<file path="src/rtl/uart_rx_fifo.sv">
// UART receiver with configurable frame format, 3-sample majority voting,
// one-cycle error pulses and a first-word-fall-through receive FIFO.
module uart_rx_fifo #(
    parameter int CLKS_PER_BIT = 120,
    parameter int DATA_BITS    = 8,
    parameter int PARITY       = 0,
    parameter int STOP_BITS    = 1,
    parameter int FIFO_DEPTH   = 4
) (
    input  logic                        I_clk,
    input  logic                        I_reset,
    input  logic                        I_data_bit,
    input  logic                        I_read,
    output logic                        O_ready,
    output logic                        O_data_ready,
    output logic [DATA_BITS-1:0]        O_data,
    output logic [$clog2(FIFO_DEPTH):0] O_count,
    output logic                        O_frame_error,
    output logic                        O_parity_error,
    output logic                        O_overrun
);
    localparam int AW = $clog2(FIFO_DEPTH);
    localparam int CW = $clog2(CLKS_PER_BIT);
    localparam int M  = CLKS_PER_BIT / 2;
    localparam logic [CW-1:0] CNT_LAST  = CW'(CLKS_PER_BIT - 1);
    localparam logic [CW-1:0] CNT_S0    = CW'(M - 1);
    localparam logic [CW-1:0] CNT_S1    = CW'(M);
    localparam logic [CW-1:0] CNT_DEC   = CW'(M + 1);
    localparam logic [2:0]    LAST_DATA = 3'(DATA_BITS - 1);
    localparam logic [2:0]    LAST_STOP = 3'(STOP_BITS - 1);

    typedef enum logic [2:0] {IDLE, START, DATA, PARBIT, STOP} state_t;

    state_t               state_q, state_d;
    logic                 sync1_q, sync2_q;
    logic [CW-1:0]        cnt_q, cnt_d;
    logic [2:0]           bitIdx_q, bitIdx_d;
    logic                 samp0_q, samp0_d, samp1_q, samp1_d;
    logic [DATA_BITS-1:0] shift_q, shift_d;
    logic                 parBit_q, parBit_d;
    logic                 stopErr_q, stopErr_d;
    logic                 frameErr_q, frameErr_d;
    logic                 parityErr_q, parityErr_d;
    logic                 overrun_q, overrun_d;
    logic [DATA_BITS-1:0] mem_q [FIFO_DEPTH];
    logic [AW:0]          wrPtr_q, rdPtr_q;

    logic rxS, vote, decide, wrapCnt, parityBad, frameEnd, frameGood;
    logic fifoFull, fifoEmpty, doRead, doWrite;

    assign rxS     = sync2_q;
    assign vote    = (samp0_q & samp1_q) | (samp0_q & rxS) | (samp1_q & rxS);
    assign decide  = (cnt_q == CNT_DEC);
    assign wrapCnt = (cnt_q == CNT_LAST);

    always_comb begin
        parityBad = 1'b0;
        if (PARITY == 1) parityBad = ~(^{shift_q, parBit_q});
        else if (PARITY == 2) parityBad = ^{shift_q, parBit_q};
    end

    always_comb begin
        state_d     = state_q;
        cnt_d       = cnt_q;
        bitIdx_d    = bitIdx_q;
        samp0_d     = samp0_q;
        samp1_d     = samp1_q;
        shift_d     = shift_q;
        parBit_d    = parBit_q;
        stopErr_d   = stopErr_q;
        frameEnd    = 1'b0;
        frameErr_d  = 1'b0;
        parityErr_d = 1'b0;
        if (state_q != IDLE) begin
            cnt_d = wrapCnt ? '0 : cnt_q + 1'b1;
            if (cnt_q == CNT_S0) samp0_d = rxS;
            if (cnt_q == CNT_S1) samp1_d = rxS;
        end
        case (state_q)
            IDLE: begin
                cnt_d     = '0;
                bitIdx_d  = '0;
                stopErr_d = 1'b0;
                if (!rxS) begin
                    state_d = START;
                    cnt_d   = CW'(1);
                end
            end
            START: begin
                if (decide && vote) begin
                    state_d = IDLE;
                    cnt_d   = '0;
                end else if (wrapCnt) begin
                    state_d = DATA;
                end
            end
            DATA: begin
                if (decide) shift_d = {vote, shift_q[DATA_BITS-1:1]};
                if (wrapCnt) begin
                    if (bitIdx_q == LAST_DATA) begin
                        bitIdx_d = '0;
                        state_d  = (PARITY != 0) ? PARBIT : STOP;
                    end else begin
                        bitIdx_d = bitIdx_q + 1'b1;
                    end
                end
            end
            PARBIT: begin
                if (decide) parBit_d = vote;
                if (wrapCnt) state_d = STOP;
            end
            STOP: begin
                // The last stop bit ends the frame at its midpoint so the next start edge is never missed.
                if (decide && bitIdx_q == LAST_STOP) begin
                    frameEnd    = 1'b1;
                    frameErr_d  = stopErr_q | ~vote;
                    parityErr_d = parityBad;
                    state_d     = IDLE;
                    cnt_d       = '0;
                end else begin
                    if (decide) stopErr_d = stopErr_q | ~vote;
                    if (wrapCnt) bitIdx_d = bitIdx_q + 1'b1;
                end
            end
            default: state_d = IDLE;
        endcase
    end

    assign fifoEmpty = (wrPtr_q == rdPtr_q);
    assign fifoFull  = ((wrPtr_q ^ rdPtr_q) == {1'b1, {AW{1'b0}}});
    assign doRead    = I_read & ~fifoEmpty;
    assign frameGood = frameEnd & ~frameErr_d & ~parityErr_d;
    // A pop in the same cycle frees the slot, so a full FIFO can still accept the frame.
    assign doWrite   = frameGood & (~fifoFull | doRead);
    assign overrun_d = frameGood & fifoFull & ~doRead;

    always_ff @(posedge I_clk) begin
        if (I_reset) begin
            sync1_q     <= 1'b1;
            sync2_q     <= 1'b1;
            state_q     <= IDLE;
            cnt_q       <= '0;
            bitIdx_q    <= '0;
            samp0_q     <= 1'b1;
            samp1_q     <= 1'b1;
            shift_q     <= '0;
            parBit_q    <= 1'b0;
            stopErr_q   <= 1'b0;
            frameErr_q  <= 1'b0;
            parityErr_q <= 1'b0;
            overrun_q   <= 1'b0;
            wrPtr_q     <= '0;
            rdPtr_q     <= '0;
        end else begin
            sync1_q     <= I_data_bit;
            sync2_q     <= sync1_q;
            state_q     <= state_d;
            cnt_q       <= cnt_d;
            bitIdx_q    <= bitIdx_d;
            samp0_q     <= samp0_d;
            samp1_q     <= samp1_d;
            shift_q     <= shift_d;
            parBit_q    <= parBit_d;
            stopErr_q   <= stopErr_d;
            frameErr_q  <= frameErr_d;
            parityErr_q <= parityErr_d;
            overrun_q   <= overrun_d;
            if (doWrite) wrPtr_q <= wrPtr_q + 1'b1;
            if (doRead) rdPtr_q <= rdPtr_q + 1'b1;
        end
    end

    always_ff @(posedge I_clk) begin
        if (!I_reset && doWrite) mem_q[wrPtr_q[AW-1:0]] <= shift_q;
    end

    assign O_ready        = (state_q == IDLE);
    assign O_data_ready   = ~fifoEmpty;
    assign O_data         = mem_q[rdPtr_q[AW-1:0]];
    assign O_count        = wrPtr_q - rdPtr_q;
    assign O_frame_error  = frameErr_q;
    assign O_parity_error = parityErr_q;
    assign O_overrun      = overrun_q;
endmodule

</file>
<file path="config.mk">
export PLATFORM = sky130hd
export DESIGN_NAME = uart_rx_fifo
export DESIGN_NICKNAME = d
export VERILOG_FILES = /design/src/rtl/uart_rx_fifo.sv
export SDC_FILE = /design/constraint.sdc
export NUM_CORES = 1
export LEC_CHECK = 0
export BUFFER_PORTS_ARGS = -buffer_cell sky130_fd_sc_hd__buf_2
export CORE_MARGIN = 2
export CORE_UTILIZATION = 40
export DETAILED_ROUTE_END_ITERATION = 8
export MAX_ROUTING_LAYER = met4
export RECOVER_POWER = 50
export SYNTH_ARGS = -nofsm -noshare
export SYNTH_HDL_FRONTEND = slang
export SYNTH_SLANG_ARGS = --single-unit
</file>
<file path="constraint.sdc">
create_clock -name I_clk -period 5.13 [get_ports I_clk]
set_input_delay 0.7695 -clock I_clk [delete_from_list [all_inputs] [get_ports I_clk]]
set_output_delay 0.7695 -clock I_clk [all_outputs]
set_load 0.01 [all_outputs]
</file>
Yosys cells after proc, flatten, opt, wreduce, memory -nomap -nowiden
Memories as Yosys holds them, arrays and structs flattened. A register that Yosys moved wholly into a read port is not among the register bits. Cells that the tools add are included.

Register bits after elaboration: 34. Memory bits (writable): 32. Bits of input ports: 4. Output and inout bits: 16. Logic and storage cells: 102. Memories kept: 1.

Memory list: mem_q (words 4, bits a word 8, rd ports 1, clocked after Yosys merged registers in 1, wr ports 1, RTL line 45) `logic [DATA_BITS-1:0] mem_q [FIFO_DEPTH];`.

Add/sub/neg operators: 5. Eq/ne operators: 20. Muxes and demuxes: 30. Bitwise operators: 18. Reductions and logical operators: 15.

Operators with widths (count): 2-to-1 mux 3 bit (11); 2-to-1 mux 7 bit (4); == test 7 x 6 -> 1 bit (second input constant) (3); one-hot mux 7 bit (3 select lines) (1); inequality test 2 bit (second input constant) (8); one-hot mux 3 bit (5 select lines) (1); adder 3 x 1 -> 3 bit (second input constant) (3); == test 3 bit (second input constant) (3); 2-to-1 mux 1 bit (9); one-hot mux 3 bit (3 select lines) (1); AND 1 bit (8); adder 7 x 1 -> 7 bit (second input constant) (1); == test 7 bit (second input constant) (1); == test 3 x 2 -> 1 bit (second input constant) (2); zero test 3 bit (2); AND reduction 2 bit (3); AND reduction 6 bit (1); nonzero test 3 bit (2); NOT 1 bit (5); 2-to-1 mux 2 bit (2); bitwise OR 1 bit (4); AND reduction 4 bit (1); == test 3 x 1 -> 1 bit (second input constant) (1); == test 3 bit (1); 8 further kinds (10).

Depth between registers and ports, before layout
Depth after elaboration: 13. Mapped depth: 8. Gate-level depth less buffers: 6.

Worst setup path before layout
Ideal clock, no wire load.

Kind: flip-flop to output port. From: register with a tool-made name. To: output O_data[0]. Data arrival time: 1.308 ns. Data required time: 4.360 ns. Path slack: 3.052 ns. Stages on the path, launching flop included: 3. Path buffers: 1. Path through: dfxtp_1 clkbuf_1 mux4_2.

RTL lines: end: declaration (RTL line 16) `output logic [DATA_BITS-1:0] O_data,`.

Worst setup path in the final report
From: input I_reset. To: memory mem_q[0][0], enable pin.

Word-level cells in the longest chain between the ends: 4.

Ends and longest elaborated chain: start: declaration (RTL line 11) `input logic I_reset,`; zero test 1 bit (RTL line 174) `if (!I_reset && doWrite) mem_q[wrPtr_q[AW-1:0]] <= shift_q;`; logical AND 1 bit (RTL line 174); 2-to-1 mux 1 bit (RTL line 174); 2-to-1 mux 1 bit (not written as such) (RTL line 174); end: declaration (RTL line 45).

No other way between the ends.

==> impl_metrics.csv <==
group,metric,value,unit
routing,route.detailed.drc,0,
clocking,cts_num_sinks,68,
placed_design,io_buffer_count,18,
power,powerDensity,305,mW/mm^2
final_layout,diodes,0,
clocking,cts_root_buf,"clkbuf_8",
power,p_leak,1.25,nW
logic_synthesis,synthAdderAreaFrac,0.0629,
routing,vias,1839,
timing,timing.final.crit_share,0.537,
logic_synthesis,netlist_area,0.00307,mm^2
grt,grt_max_degree,32,
timing,final.setup_skew,0.00784,ns
grt,grt_pass1_wl,9.04,mm
timing,slew_headroom,0.0768,
placed_design,hpwl,3.73,mm
timing,rsz0062_at_grt,"no",
floorplanning,core,0.00733,mm^2
setup_path,crit_fanout,31,
setup_path,endpoint_kind,"flip-flop",
final_layout,fin_nets,286,
timing,fmaxAchievable,363,MHz
logic_synthesis,synth_cell_types,52,
clocking,cts_tree,"built",
grt,grt_pass1_vias,1816,
clocking,cts_buffers,9,
setup_path,arrival,2.82,ns
clocking,clkTransAtPathRegs,0.08,ns
routing,viasPerCell,4.94,
routing,wl,5.37,mm
logic_synthesis,synth_xor_xnor_area_share,0.0286,
floorplanning,die_h,91.5,um
status,status,"finished, final reports clean",
timing,setup_violations,0,
floorplanning,boundaryPins,20,
logic_synthesis,synth_top_family_by_area,"simple AND/OR/NAND/NOR gates",
timing,worst_pin_slew,1.38,ns
setup_path,cp_slowest_cell,"clkbuf_1",
routing,first_pass_iters,4,
clocking,hold_buffers,0,
timing,whs,0.418,ns
worst_hold_path,hold_path.class,"flip-flop to flip-flop",
logic_synthesis,ys_seq_elements,68,
floorplanning,die_area,0.00838,mm^2
setup_path,critPathKind,"input port to flip-flop",
clocking,htree_levels,3,
logic_synthesis,synthMuxAreaShare,0.105,
floorplanning,rows,31,
logic_synthesis,yosys.area_share.simple,0.156,
power,ir_worst_vdd,0.175,mV
timing,period_needed,2.76,ns
clocking,clock_latency,0.35,ns
routing,drtIter0Drc,125,
logic_synthesis,avgSynthCellArea,12.2,um^2
placed_design,place_congestion,0.788,
grt,grt_overflow,0,
final_layout,drive_above_1_share,0.187,
logic_synthesis,syn-num-nets,269,
routing,ant_nets,0,
floorplanning,chipWidth,91.5,um
setup_path,cpPeakStageDelay,0.99,ns
flow_run,max-cap-violations,0,
logic_synthesis,postSynthCellCount,251,
grt,antenna_found_initial,0,
setup_path,start_kind,"input port",
logic_synthesis,postSynth.asyncResetShare,0,
logic_synthesis,yosysSeqAreaShare,0.549,
logic_synthesis,ys_warn_count,0,
final_layout,syn_to_final_growth,11.4,%
routing,detail_route.wl_per_cell,14.4,um
clocking,cts_resized,0,
setup_path,cp.required,5.19,ns
floorplanning,start_util,0.418,
logic_synthesis,synth-compound-area-share,0.0620,
timing,setup_tns,0,ns
clocking,cts_buffer_depth,2,
timing,finalHoldViolations,0,
grt,grt_usage,0.144,
clocking,post-cts-setup-buffers,0,
timing,slew_viol_final,0,
logic_synthesis,synth_ff_type,"dfxtp_1",
setup_path,crit_chain,"clkbuf_1, inv_1, nand2_1, nor4_1, and2_1",
logic_synthesis,synth-edff-count,32,
power by group:
group / switching [mW] / internal [mW]
registers: 0.00216 / 0.563
clock network: 0.226 / 0.233
logic: 0.0116 / 0.00461
total: 0.240 / 0.801
layer usage:
metal | share of wire | track usage
met1 | 0.50 | 0.193
met2 | 0.45 | 0.210
met3 | 0.031 | 0.0398
met4 | 0.015 | 0.0530
met5 | 0 | -
placed cells by master (no fill, tap or decap), types with 4 or more instances in the layout:
cell / instances
nand2_1: 18
xor2_1: 8
mux4_2: 8
mux2i_1: 12
buf_2: 15
or2_2: 4
edfxtp_1: 32
and2_1: 4
dfxtp_1: 36
nor2_1: 21
o21ai_0: 5
a211oi_1: 4
inv_1: 13
clkbuf_8: 9
nand4_1: 7
a21oi_1: 6
ha_1: 13
area by class of cell:
type / count / area, um^2
fill: 681 / 3920
sequential: 68 / 1680
multi-input combinational: 158 / 1270
clock buffer: 9 / 124
tap: 99 / 124
timing repair buffer: 18 / 86.3
clock inverter: 7 / 83.8
inverter: 13 / 48.8
stage by stage:
| stage | cells | area, um^2 | utilization | power (mW) | worst slack (ns) |
|---|---|---|---|---|---|
| after floorplan | 251 | 3070 | - | 0.591 | 3.05 |
| after global placement | 356 | 3220 | 0.439 | 0.595 | 2.43 |
| after detailed placement | 356 | 3220 | 0.439 | 0.595 | 2.43 |
| after CTS | 372 | 3430 | 0.467 | 1.05 | 2.52 |
| after global routing | 372 | 3410 | 0.466 | 1.07 | 2.12 |
| final | 372 | 3410 | 0.466 | 1.04 | 2.37 |
final timing paths:
path / startpoint / to / slack [ns] / cells past startpoint
min: sync1_q / rxS / 0.42 / 1
max: I_reset / mem_q[0][0] / 2.37 / 5
max reg2reg: wrPtr_q[0] / mem_q[3][2] / 2.81 / 6
min reg2reg: sync1_q / rxS / 0.42 / 1
state kept, by name (all words and copies together), names as in the netlist, named ones only:
| signal | flops |
|---|---|
| stopErr_q | 1 |
| state_q | 3 |
| rdPtr_q | 3 |
| cnt_q | 7 |
| mem_q | 32 |
| O_frame_error | 1 |
| sync1_q | 1 |
| rxS | 1 |
| O_overrun | 1 |
| samp1_q | 1 |
| wrPtr_q | 3 |
| bitIdx_q | 3 |
| shift_q | 8 |
| samp0_q | 1 |
kinds of logic after synthesis:
family,count (synthesis)
fa+ha+maj,15
compound gates,27
xor+xnor,10
flops,68
other cells,1
buf+inv,25
simple gates,83
mux,22
synth_stat cells (all sizes together) (4+ instances only):
library cell	number	area share
dfxtp	36	0.24
edfxtp	32	0.31
nor2	21	0.026
nand2	18	0.022
ha	13	0.053
inv	13	0.016
mux2i	12	0.039
mux4	8	0.059
xor2	8	0.023
nand4	7	0.014
a21oi	6	0.0098
buf	6	0.012
clkbuf	6	0.0073
o21ai	5	0.0082
a211oi	4	0.0098
and2	4	0.0082
or2	4	0.0082
worst max-delay path, delay by kind of cell:
kind | cells | cell delay (ns)
AND/OR/NAND/NOR | 3 | 0.62
buffers and inverters | 2 | 1.42
(Power assumes the default switching activity.)
